==> src/rtl/instr_sequencer.sv <==
// Multi-cycle RV32I control sequencer: FETCH/DECODE/EXEC/MEM/WB with a sticky trap.
// Optional retired-instruction counter enabled by INSTR_SEQUENCER_INSTRET_EN.

package instr_sequencer_pkg;
  typedef enum logic [3:0] {
    invalid,
    lui,
    auipc,
    jal,
    jalr,
    branch_type,
    load_type,
    store_type,
    imm_arith_type,
    reg_arith_type,
    fence_type,
    system_type
  } opcode_t;
endpackage

module instr_sequencer
  import instr_sequencer_pkg::*;
#(
  parameter int unsigned TIMEOUT = 255
) (
  input  logic        clk,
  input  logic        rst,
  output logic        o_imem_req,
  input  logic        i_imem_ack,
  output logic        o_ir_we,
  input  opcode_t     i_opcode_type,
  input  logic        i_branch_taken,
  output logic        o_dmem_req,
  output logic        o_dmem_we,
  input  logic        i_dmem_ack,
  output logic        o_pc_we,
  output logic [1:0]  o_pc_sel,
  output logic        o_rd_we,
  output logic [1:0]  o_wb_sel,
  output logic        o_retire,
  output logic        o_trap,
  output logic [1:0]  o_trap_cause,
  output logic [63:0] o_instret
);

  localparam int unsigned CNT_W = (TIMEOUT < 2) ? 1 : $clog2(TIMEOUT + 1);

  localparam logic [1:0] PC_PLUS4 = 2'd0;
  localparam logic [1:0] PC_JAL   = 2'd1;
  localparam logic [1:0] PC_JALR  = 2'd2;
  localparam logic [1:0] PC_BR    = 2'd3;

  localparam logic [1:0] WB_ALU  = 2'd0;
  localparam logic [1:0] WB_LOAD = 2'd1;
  localparam logic [1:0] WB_PC4  = 2'd2;
  localparam logic [1:0] WB_IMM  = 2'd3;

  localparam logic [1:0] CAUSE_ILLEGAL = 2'd0;
  localparam logic [1:0] CAUSE_SYSTEM  = 2'd1;
  localparam logic [1:0] CAUSE_IMEM    = 2'd2;
  localparam logic [1:0] CAUSE_DMEM    = 2'd3;

  typedef enum logic [2:0] {
    S_BOOT,
    S_FETCH,
    S_DECODE,
    S_EXEC,
    S_MEM,
    S_WB,
    S_TRAP
  } state_t;

  state_t           r_state;
  state_t           w_next;
  logic [CNT_W-1:0] r_wait_cnt;
  logic [1:0]       r_pc_sel;
  logic [1:0]       r_wb_sel;
  logic [1:0]       r_cause;
  logic             r_is_store;
  logic [1:0]       w_pc_sel_nxt;
  logic [1:0]       w_wb_sel_nxt;
  logic [1:0]       w_cause_nxt;
  logic             w_is_store_nxt;
  logic             w_timeout;

  assign w_timeout = (TIMEOUT != 0) && (r_wait_cnt == CNT_W'(TIMEOUT));

  // State and per-instruction context registers
  always_ff @(posedge clk or posedge rst) begin
    if (rst) begin
      r_state    <= S_BOOT;
      r_pc_sel   <= PC_PLUS4;
      r_wb_sel   <= WB_ALU;
      r_cause    <= CAUSE_ILLEGAL;
      r_is_store <= 1'b0;
    end else begin
      r_state    <= w_next;
      r_pc_sel   <= w_pc_sel_nxt;
      r_wb_sel   <= w_wb_sel_nxt;
      r_cause    <= w_cause_nxt;
      r_is_store <= w_is_store_nxt;
    end
  end

  // Handshake wait counter; cleared on every state change so each wait starts at zero
  always_ff @(posedge clk or posedge rst) begin
    if (rst) begin
      r_wait_cnt <= '0;
    end else if (w_next != r_state) begin
      r_wait_cnt <= '0;
    end else if ((r_state == S_FETCH || r_state == S_MEM) && (TIMEOUT != 0)) begin
      r_wait_cnt <= r_wait_cnt + CNT_W'(1);
    end
  end

  // Next-state and output decode; acks are only looked at in FETCH/MEM
  always_comb begin
    w_next         = r_state;
    w_pc_sel_nxt   = r_pc_sel;
    w_wb_sel_nxt   = r_wb_sel;
    w_cause_nxt    = r_cause;
    w_is_store_nxt = r_is_store;
    o_imem_req     = 1'b0;
    o_ir_we        = 1'b0;
    o_dmem_req     = 1'b0;
    o_dmem_we      = 1'b0;
    o_pc_we        = 1'b0;
    o_pc_sel       = PC_PLUS4;
    o_rd_we        = 1'b0;
    o_wb_sel       = WB_ALU;
    o_retire       = 1'b0;
    o_trap         = 1'b0;
    o_trap_cause   = 2'd0;

    case (r_state)
      S_BOOT: w_next = S_FETCH;

      S_FETCH: begin
        o_imem_req = 1'b1;
        if (i_imem_ack) begin
          o_ir_we = 1'b1;
          w_next  = S_DECODE;
        end else if (w_timeout) begin
          w_next      = S_TRAP;
          w_cause_nxt = CAUSE_IMEM;
        end
      end

      S_DECODE: w_next = S_EXEC;

      S_EXEC: begin
        w_pc_sel_nxt   = PC_PLUS4;
        w_wb_sel_nxt   = WB_ALU;
        w_is_store_nxt = 1'b0;
        case (i_opcode_type)
          lui: begin
            w_wb_sel_nxt = WB_IMM;
            w_next       = S_WB;
          end
          auipc, imm_arith_type, reg_arith_type: w_next = S_WB;
          jal: begin
            w_pc_sel_nxt = PC_JAL;
            w_wb_sel_nxt = WB_PC4;
            w_next       = S_WB;
          end
          jalr: begin
            w_pc_sel_nxt = PC_JALR;
            w_wb_sel_nxt = WB_PC4;
            w_next       = S_WB;
          end
          branch_type: begin
            o_pc_we  = 1'b1;
            o_retire = 1'b1;
            o_pc_sel = i_branch_taken ? PC_BR : PC_PLUS4;
            w_next   = S_FETCH;
          end
          load_type: begin
            w_wb_sel_nxt = WB_LOAD;
            w_next       = S_MEM;
          end
          store_type: begin
            w_is_store_nxt = 1'b1;
            w_next         = S_MEM;
          end
          fence_type: begin
            o_pc_we  = 1'b1;
            o_retire = 1'b1;
            w_next   = S_FETCH;
          end
          system_type: begin
            w_cause_nxt = CAUSE_SYSTEM;
            w_next      = S_TRAP;
          end
          default: begin
            w_cause_nxt = CAUSE_ILLEGAL;
            w_next      = S_TRAP;
          end
        endcase
      end

      S_MEM: begin
        o_dmem_req = 1'b1;
        o_dmem_we  = r_is_store;
        o_pc_sel   = r_pc_sel;
        o_wb_sel   = r_wb_sel;
        if (i_dmem_ack) begin
          if (r_is_store) begin
            o_pc_we  = 1'b1;
            o_retire = 1'b1;
            w_next   = S_FETCH;
          end else begin
            w_next = S_WB;
          end
        end else if (w_timeout) begin
          w_next      = S_TRAP;
          w_cause_nxt = CAUSE_DMEM;
        end
      end

      S_WB: begin
        o_rd_we  = 1'b1;
        o_pc_we  = 1'b1;
        o_retire = 1'b1;
        o_pc_sel = r_pc_sel;
        o_wb_sel = r_wb_sel;
        w_next   = S_FETCH;
      end

      S_TRAP: begin
        o_trap       = 1'b1;
        o_trap_cause = r_cause;
      end

      default: w_next = S_BOOT;
    endcase
  end

`ifdef INSTR_SEQUENCER_INSTRET_EN
  logic [63:0] r_instret;

  // Free-running retire count, wraps naturally at 2^64
  always_ff @(posedge clk or posedge rst) begin
    if (rst) begin
      r_instret <= '0;
    end else if (o_retire) begin
      r_instret <= r_instret + 64'd1;
    end
  end

  assign o_instret = r_instret;
`else
  assign o_instret = '0;
`endif

endmodule

==> config.mk <==
export PLATFORM = sky130hd
export DESIGN_NAME = instr_sequencer
export DESIGN_NICKNAME = d
export VERILOG_FILES = /design/src/rtl/instr_sequencer.sv
export SDC_FILE = /design/constraint.sdc
export NUM_CORES = 1
export LEC_CHECK = 0
export CAP_MARGIN = 40
export CORE_MARGIN = 8
export CORE_UTILIZATION = 41
export CTS_CLUSTER_DIAMETER = 200
export DETAILED_ROUTE_END_ITERATION = 6
export PLACE_DENSITY = 0.81
export SLEW_MARGIN = 20
export SYNTH_ARGS = -nofsm -noshare
export SYNTH_HDL_FRONTEND = slang
export SYNTH_SLANG_ARGS = --single-unit
==> constraint.sdc <==
create_clock -name clk -period 2.1 [get_ports clk]
set_input_delay 0.42 -clock clk [delete_from_list [all_inputs] [get_ports clk]]
set_output_delay 0.42 -clock clk [all_outputs]
set_load 0.05 [all_outputs]
## Yosys cells after proc, flatten, opt, wreduce, memory -nomap -nowiden

Cells that the tools add are included.

| storage, ports and cells | value |
|---|---|
| output and inout bits | 78 |
| input bits | 9 |
| register bits | 18 |

| cells by class | value |
|---|---|
| equal/unequal tests | 24 |
| reduce and logical (&&, ||, !) cells | 12 |
| multiplexer cells | 33 |
| add/subtract/negate cells | 1 |

Operators with widths:

| operator | number |
|---|---|
| 3-bit one-hot mux with 6 select lines | 1 |
| 4-bit by 3-bit == test with 1-bit output (second input constant) | 4 |
| 4-bit == test (second input constant) | 4 |
| 2-bit two-way mux | 8 |
| 8-bit two-way mux | 2 |
| 3-bit two-way mux | 4 |
| 2-bit one-hot mux with 2 select lines | 3 |
| 2-bit one-hot mux with 3 select lines | 2 |
| 1-bit two-way mux | 11 |
| 2-bit != test (second input constant) | 5 |
| 10-bit OR reduction | 1 |
| 2-bit OR reduction | 5 |
| 3-bit == test (second input constant) | 3 |
| 3-bit one-hot mux with 3 select lines | 1 |
| 8-bit by 1-bit adder with 8-bit output (second input constant) | 1 |
| 4-bit by 2-bit == test with 1-bit output (second input constant) | 2 |
| 8-bit == test (second input constant) | 1 |
| 3-bit by 2-bit == test with 1-bit output (second input constant) | 2 |
| 6-bit AND reduction | 1 |
| 6-bit OR reduction | 1 |
| 4-bit by 1-bit == test with 1-bit output (second input constant) | 1 |
| 3-bit by 1-bit == test with 1-bit output (second input constant) | 1 |
| 3-bit logical NOT | 1 |
| 3-bit != test | 1 |
| other kinds (4) | 4 |

## Longest topological paths before layout

| logic depth | value |
|---|---|
| word-level depth | 6 |
| depth in mapped cells | 7 |
| mapped depth without buffers | 6 |

## Least setup slack after synthesis

Ideal clock, no wire load.

| timing | value |
|---|---|
| path type | reg-to-reg |
| from | register r_state[1] |
| to | register r_wait_cnt[4] |
| period minus slack after synthesis | 2.933 ns |
| path slack | -0.833 ns |
| cell stages (with the launch flop) | 8 |
| setup time | 0.147 ns |
| path buffers | 1 |
| arrival | 2.786 ns |
| required time | 1.953 ns |
| cells stage by stage | dfrtp_1 buf_2 nor3b_1 nand2_1 inv_1 o21ai_1 nand2_1 nor3_1 |

| between the ends | value |
|---|---|
| longest elaborated chain between the ends | 5 |
| elaborated cells on any way between the ends | 16 |
| those cells by class | eq/ne: 7; mux: 5; reduce/logical: 4 |

Ends and longest elaborated chain:

| what | line | text |
|---|---|---|
| start, declared | 73 | `state_t r_state;` |
| start signal, assigned | 97 | `r_state <= w_next;` |
| 3-bit == test, or another cell as far along | 135 | `case (r_state)` |
| 2-bit OR reduction (no line), or another cell as far along | - |  |
| 3-bit one-hot mux with 6 select lines | 135 |  |
| 3-bit != test | 109 | `end else if (w_next != r_state) begin` |
| 8-bit two-way mux / 2-bit nonzero test (equally long branches) | - |  |
| end signal, assigned | 112 | `r_wait_cnt <= r_wait_cnt + CNT_W'(1);` |
| end, declared | 75 | `logic [CNT_W-1:0] r_wait_cnt;` |

Several ways; a longest one is shown, not always the timed one.
A chain may end at the register's enable or synchronous reset.

## Final worst setup path

| timing | value |
|---|---|
| from | input i_opcode_type[3] |
| to | output o_pc_we |

| between the ends | value |
|---|---|
| longest elaborated chain between the ends | 4 |
| elaborated cells on any way between the ends | 5 |
| those cells by class | eq/ne: 2; mux: 2; reduce/logical: 1 |

Ends and longest elaborated chain:

| what | line | text |
|---|---|---|
| start, declared | 31 | `input opcode_t i_opcode_type,` |
| 4-bit == test / 4-bit by 3-bit == test with 1-bit output (equally long branches) | 155 | `case (i_opcode_type)` |
| 2-bit OR reduction (no line) (*) | - |  |
| 1-bit two-way mux (*) | 155 |  |
| 1-bit one-hot mux with 3 select lines (*) | 135 |  |
| end, declared | 36 | `output logic o_pc_we,` |

Mark *: on every way between the ends. The rest lies on a longest branch, timed or not.

==> flow_summary.toml <==
[outcome]
status = "complete, no violations"

[finish]
layout-drive-gt1-share_pct = 22.7
synthToLayoutAreaGrowth_pct = 22.2
instances_no_fill = 303
diodes = 0
utilization_pct = 50.7
nets = 262

[setup_path]
worst_ep_arrival_time_ns = 1.63
end_kind = "primary output"
start_kind = "input port"
required_ns = 1.68
worstPathMaxFanout = 4
path_class = "in -> out"

[routing]
drc_errors = 0
num_vias = 1447
drt_first_pass_iters = 4
ant_nets = 0
viasPerCell = 4.78
drt_iter0_drc = 46
wl_per_cell_um = 14.1
wl_um = 4270

[sta]
finalHoldViolations = 0
fmax_mhz = 488
finalCritPeriodShare_pct = 97.6
tightest_slew_ns = 0.719
slew_violations = 0
clock_skew_ns = 0.00666
period_needed_ns = 2.05
layout_setup_ws_ns = 0.0509
finalSetupViolCount = 0
relSlewSlack_pct = 52.0

[clocking]
clockBufferDepth = 2
clockRootBuffer = "clkbuf_8"
cts.clk_slew.worst_paths_ns = 0.07
h-tree-depth = 1
cts_tree = "built"
cts_buffers = 3
hold_buffers = 0
clk_latency_ns = 0.26
cts_sinks = 18

[flow_run]
maxCapViolCount = 0

[floorplanning]
die_h_um = 81.5
rows = 24
pin_count = 87
start_util_pct = 41.5
core-area_um2 = 4230
dieArea_um2 = 6640
dieWidth_um = 81.5

[placement]
dp_hpwl_um = 3400
port_buffers = 22
pre_cts_ws_ns = -0.366
gp_congestion = 0.834
dp.cells = 297

[synth]
syn_area_um2 = 1760
syn_avg_cell_area_um2 = 8.25
ys_ff_latch = 18
synth_edf_count = 0
syn_inst = 213
synth_flop_cell = "dfrtp_1"
yosysWarnings = 0
yosysSeqAreaShare_pct = 25.6
synth-async-reset-ratio_pct = 100
ys_types = 50

[global_route]
grt_pass1_wl_um = 6720
overflow = 0
groute.usage.overall_pct = 12.4
grt_pass1_vias = 1554
grt_max_degree = 19
grt_antenna_before_repair = 0

[power]
leakagePower_nw = 1.05
irDropWorstVdd_uv = 468
finalPower_mw = 2.43
powerDensity_nw_per_um2 = 1130

[worst_hold_path]
hold_class = "reg -> reg"
[synthesized netlist by cell type (all sizes together) (3+ instances only)]
library cell	instances	area share [%]
a21oi	5	1.6
and2	5	1.8
and3	3	1.1
o21ai	9	2.6
nor4b	3	2.2
buf	70	30
a21o	4	1.8
a22o	5	2.5
dfrtp	18	26
nor3	8	2.3
nand3	6	1.7
xor2	5	2.5
nand2	14	3.0
inv	7	1.5
nor2b	3	1.1
o31ai	3	1.3
clkbuf	3	0.64
xnor2	3	1.5
nor2	9	1.9
[registers in the layout, summed over array words and instances, names as in the netlist]
name and cells:
r_cause 2, r_is_store 1, r_pc_sel 2, r_wait_cnt 8, r_state 3, r_wb_sel 2
[critical path, stage by stage]
cell             delay (ns)
clkdlybuf4s15_1        0.23
and4bb_2               0.37
o21ai_2                0.07
buf_4                  0.15
o22ai_4                0.21
buf_12                 0.17
[metrics by stage]
| stage | setup TNS [ns] | hold WS [ns] | cell area (um2) |
|---|---|---|---|
| after floorplan | 0 | 0.359 | 2020 |
| after global placement | -3.11 | 0.476 | 2060 |
| after detailed placement | -3.97 | 0.487 | 2060 |
| after CTS | 0 | 0.505 | 2130 |
| after global routing | -0.0253 | 0.535 | 2150 |
| final | 0 | 0.502 | 2150 |
[routing by layer]
metal | up-vias | track usage, % | wire length (um)
li1 | 679 | - | -
met1 | 688 | 14.6 | 1770
met2 | 74 | 21.6 | 2170
met3 | 6 | 1.64 | 277
met4 | 0 | 6.25 | 60
met5 | - | 0 | 0
[placed cells by master (no fill, tap or decap), drive strengths merged, types with 5 or more instances in the layout]
cell,netlist,layout
a21oi,5,5
a22o,5,5
and2,5,5
buf,70,36
clkbuf,3,5
conb,1,64
dfrtp,18,18
inv,7,6
nand2,14,14
nand3,6,6
nor2,9,9
nor3,8,8
o21ai,9,9
xor2,5,5
[path summary, 6_finish.rpt]
kind                                  startpoint             to  slack, ns  cells after the start
worst max register to register     r_wait_cnt[0]  r_wait_cnt[5]       0.11                      6
min in group asynchronous                    rst    r_wb_sel[1]       0.58                      2
worst max-delay path            i_opcode_type[3]        o_pc_we       0.05                      6
max in group asynchronous                    rst     r_state[1]       1.02                      2
worst min-delay path                 r_wb_sel[0]    r_wb_sel[0]       0.50                      1
worst min register to register       r_wb_sel[0]    r_wb_sel[0]       0.50                      1
[where the power goes]
group	internal (mW)	total, mW	switching [mW]
clock network	0.167	0.287	0.121
registers	0.427	0.551	0.124
logic	0.612	1.59	0.982
[kinds of logic (layout without fill, tap and decap cells)]
family	Yosys count	after routing	share of synthesized area [%]
adder cells (fa/ha/maj)	1	1	0.712
flip-flops	18	18	25.6
AO/OA/AOI/OAI	36	36	14.1
buffers and inverters	80	55	32.0
other	1	64	0.213
XOR/XNOR	8	8	3.99
AND/OR/NAND/NOR	68	68	22.8
multiplexers	1	1	0.569
[cell type report]
type | instances | area, um2
Fill cell | 389 | 2090
Multi-Input combinational cell | 178 | 1020
Timing Repair Buffer | 44 | 522
Clock buffer | 4 | 55.1
Sequential cell | 18 | 452
Inverter | 7 | 30.0
Tap cell | 52 | 65.1
[timing repair]
| action | CTS | global route |
|---|---|---|
| setup endpoints to repair | 10 | 11 |
| gates resized for setup | 8 | 7 |
| buffers inserted | 2 | 0 |
| pin swaps | 3 | 3 |
No activity file was read; power rests on OpenSTA's default activity.
